`src/rtl/sn74_pkg.sv`:
```
// Shared definitions for the sn74 counter library: direction encoding and
// the terminal-count rule used by the up/down counters.
package sn74_pkg;

  localparam logic DIR_UP   = 1'b0;
  localparam logic DIR_DOWN = 1'b1;

  // Widest counter the terminal-count helper supports.
  localparam int unsigned SN74_MAX_W = 32;

  // Terminal count: all-ones when counting up, zero when counting down.
  // Only the low 'width' bits of q take part in the decision.
  function automatic logic sn74_tc(input logic [SN74_MAX_W-1:0] q,
                                   input int unsigned           width,
                                   input logic                  d_u);
    logic [SN74_MAX_W-1:0] mask;
    mask = (SN74_MAX_W'(1) << width) - SN74_MAX_W'(1);
    if (d_u == DIR_DOWN) begin
      return (q & mask) == '0;
    end
    return (q & mask) == mask;
  endfunction

endpackage

```
`src/rtl/sn74xx191.sv`:
```
// Synchronous presettable up/down binary counter in the 74'191 style.
// Clear is asynchronous; load and count act on the rising clock edge.
// max_min and rco_n are combinational so stages can be cascaded by wiring
// rco_n of one stage to cten_n of the next on a shared clock.
module sn74xx191
  import sn74_pkg::*;
#(
  parameter int unsigned WIDTH = 4
) (
  input  logic             clk,
  input  logic             clr_n,
  input  logic             load_n,
  input  logic             cten_n,
  input  logic             d_u,
  input  logic [WIDTH-1:0] d,
  output logic [WIDTH-1:0] q,
  output logic             max_min,
  output logic             rco_n
);

  logic [WIDTH-1:0] r_q;
  logic             w_tc;

  // Counter state: async clear, then load beats count, otherwise hold.
  always_ff @(posedge clk or negedge clr_n) begin
    if (!clr_n) begin
      r_q <= '0;
    end else if (!load_n) begin
      r_q <= d;
    end else if (!cten_n) begin
      if (d_u == DIR_DOWN) begin
        r_q <= r_q - WIDTH'(1);
      end else begin
        r_q <= r_q + WIDTH'(1);
      end
    end
  end

  // Terminal count follows q and d_u directly, so a direction change shows
  // up in the same cycle; it is deliberately not gated by the enable.
  assign w_tc    = sn74_tc(SN74_MAX_W'(r_q), WIDTH, d_u);

  assign q       = r_q;
  assign max_min = w_tc;
  // Low for the whole cycle before the wrap edge, enabling the next stage.
  assign rco_n   = ~(w_tc & ~cten_n);

endmodule

```
`config.mk`:
```
export PLATFORM = sky130hd
export DESIGN_NAME = sn74xx191
export DESIGN_NICKNAME = d
export VERILOG_FILES = /design/src/rtl/sn74_pkg.sv /design/src/rtl/sn74xx191.sv
export SDC_FILE = /design/constraint.sdc
export NUM_CORES = 1
export LEC_CHECK = 0
export BUFFER_PORTS_ARGS = -buffer_cell sky130_fd_sc_hd__buf_2
export CORE_AREA = 2 2 39 41
export CTS_BUF_LIST = sky130_fd_sc_hd__clkbuf_4
export DETAILED_ROUTE_END_ITERATION = 8
export DIE_AREA = 0 0 41 43
export SYNTH_ARGS = -nofsm -noshare
export SYNTH_HDL_FRONTEND = slang
export SYNTH_SLANG_ARGS = --single-unit
```
`constraint.sdc`:
```
create_clock -name clk -period 3.4 [get_ports clk]
set_clock_uncertainty 0.05 [all_clocks]
set_input_delay 0 -clock clk [delete_from_list [all_inputs] [get_ports clk]]
set_output_delay 0 -clock clk [all_outputs]
set_load 0.1 [all_outputs]
```
==> impl_metrics.json <==
{
  "cp_max_fo": 7,
  "grt_usage": 0.131,
  "worstSkewPairLatency_ns": 0.24,
  "relSlewSlack": 0.678,
  "hold_start": "load_n",
  "postCtsHoldBufs": 4,
  "finalSetupTns_ns": 0,
  "p_leak_nw": 0.237,
  "crit_type": "reg2out",
  "place_ws_ns": 1.71,
  "cts_tree": "built",
  "post-route-drc-count": 0,
  "critPathRequiredTime_ns": 3.35,
  "grt_first_pass_wirelength_mm": 1.48,
  "max_freq_ghz": 0.518,
  "synth.net_count": 51,
  "final-hold-violation-count": 0,
  "cts.root.buffer_cell": "clkbuf_4",
  "seqPwrFrac": 0.255,
  "min_path_type": "in2reg",
  "numCtsBuffers": 3,
  "synth-seq-area-share": 0.278,
  "dpl_cell_area_um2": 448,
  "syn_avg_cell_area_um2": 9.24,
  "outcome": "finished, final reports clean",
  "reg2reg_to": "q[3]",
  "viasPerCell": 4.70,
  "min_to": "q[1]",
  "use_met2": 0.206,
  "r2r_start": "q[2]",
  "ant_nets": 0,
  "min_path_cells": 2,
  "clkSlewWorstSetupHoldPaths_ns": 0.04,
  "drt-initial-drc-count": 4,
  "fin_crit_sh": 0.568,
  "cts_setup_buffers": 0,
  "switching_share": 0.505,
  "busiest_layer": "met2",
  "clockPowerShare": 0.223,
  "layout.nets": 72,
  "dieArea_um2": 1760,
  "cp.arrival_ns": 1.88,
  "die_y_um": 43,
  "clock_sinks": 4,
  "netlist_instances": 39,
  "final_common_cell": "buf_2",
  "grt_pass1_vias": 341,
  "cp-end-kind": "primary output",
  "dieWidth_um": 41,
  "synth_fa_ha_area_frac": 0.125,
  "initial_core_util": 0.260,
  "netSwitchingPower_mw": 0.139,
  "slew_viol_final": 0,
  "diodes": 0,
  "crit_path_start_kind": "register",
  "vias": 348,
  "dp.cells": 67,
  "tightestPinTransition_ns": 0.486,
  "grt-ovfl-total": 0,
  "peakVddDrop_mv": 0.185,
  "htreeDepth": 1,
  "largest_reg_flops": 4,
  "routedWlPerCell_um": 12.3,
  "combinationalPowerShare": 0.522,
  "num_rows": 14,
  "core_um2": 1380,
  "cts_resized": 0,
  "drt_wl_total_um": 907,
  "synth_cell_types": 22,
  "synth_compound_area_frac": 0.139,
  "design_area_um2": 510,
  "grtUsageMet1": 0.140,
  "numPortBuffers": 14,
  "grt_start_max_net_pins": 12,
  "clock_path_buffers": 2,
  "period_needed_ns": 1.93,
  "intPower_mw": 0.137,
  "regToRegSetupSlack_ns": 1.75,
  "antenna_found_initial": 0,
  "boundaryPins": 15,
  "use_met3": 0.0314,
  "synthMuxAreaShare": 0.0868,
  "yosysWarnings": 0,
  "final_cells": 74,
  "drt_pass1_iterations": 2,
  "drive_gt1_frac": 0.345,
  "post-dp-hpwl_um": 628,
  "fill_cells": 142,
  "syn_to_final_growth_pct": 41.7,
  "yosys.area_share.simple": 0.240,
  "final_cell_mix": "14 x buf_2, 4 x inv_1, 4 x a21oi_1, 4 x dlygate4sd3_1, 4 x dfrtp_1",
  "rsz0062_at_grt": "no",
  "drv_cap": 0,
  "syn-cell-area_um2": 360,
  "rr_worst_depth": 4,
  "hold_ws_ns": 0.0221,
  "synth_top_family_by_area": "simple AND/OR/NAND/NOR gates",
  "p_per_area_nw_per_um2": 541,
  "synth_xor_area_frac": 0.0486,
  "gp_congestion": 0.657,
  "finalSetupViolCount": 0,
  "worst_slack_ns": 1.47,
  "synth.ff_latch_count": 4
}
power by group through the flow:
stage | Sequential [mW] | Combinational, mW | Clock, mW
2_1_floorplan | 0.125 | 0.0598 | 0
6_report | 0.0703 | 0.144 | 0.0616
4_1_cts | 0.0707 | 0.145 | 0.0617
3_5_place_dp | 0.0715 | 0.141 | 0
5_1_grt | 0.0722 | 0.153 | 0.0687
3_3_place_gp | 0.0703 | 0.139 | 0
metrics by stage:
stage                     utilization  power (mW)
after CTS                       0.369       0.277
final                           0.369       0.276
after floorplan                     -       0.185
after global routing            0.369       0.294
after global placement          0.324       0.210
after detailed placement        0.324       0.212
how the worst max path moves through the flow:
stage / from / endpoint / cells past startpoint
after detailed placement: q[0] / max_min / 3
after global routing: q[0] / max_min / 3
after floorplan: q[0] / rco_n / 3
after global placement: q[0] / max_min / 3
after CTS: q[0] / max_min / 3
final: q[0] / max_min / 3
Yosys cell counts (all sizes together):
master,n,area [um2]
or3,1,6.26
ha,2,25.0
nand3b,1,7.51
nor2,3,11.3
dfrtp,4,100
fa,1,20.0
xnor2,2,17.5
clkbuf,1,3.75
buf,1,11.3
nand2b,1,6.26
or4b,2,20.0
nand3,3,15.0
mux2i,2,20.0
a221oi,1,8.76
mux2,1,11.3
nand4bb,1,11.3
nand4b,1,8.76
o21ai,1,5.00
a21o,1,8.76
a21oi,4,20.0
inv,4,15.0
a22oi,1,7.51
cell families after synthesis:
kind of cell | count (synthesis)
flops | 4
simple gates | 13
fa+ha+maj | 3
compound gates | 8
buf+inv | 6
mux | 3
xor+xnor | 2
critical path, stage by stage, from the launching register on:
cell and delay (ns):
dfrtp_1 0.44, or4b_1 0.59, mux2i_4 0.16, buf_2 0.45
area by class of cell:
cell class | instances | area (um2) | share of cell area
flip-flops and latches | 4 | 100 | 0.196
repair buffers | 18 | 110 | 0.216
multi-input cells | 29 | 243 | 0.475
inverters | 4 | 15.0 | 0.0294
well taps | 16 | 20.0 | 0.0392
clock buffers | 3 | 22.5 | 0.0441
routing by layer:
metal | share of wire | routed length, um
met1 | 0.43 | 391
met2 | 0.51 | 464
met3 | 0.040 | 36
met4 | 0.015 | 14
met5 | 0 | 0
Note: power is estimated with default switching activity, not from simulation.
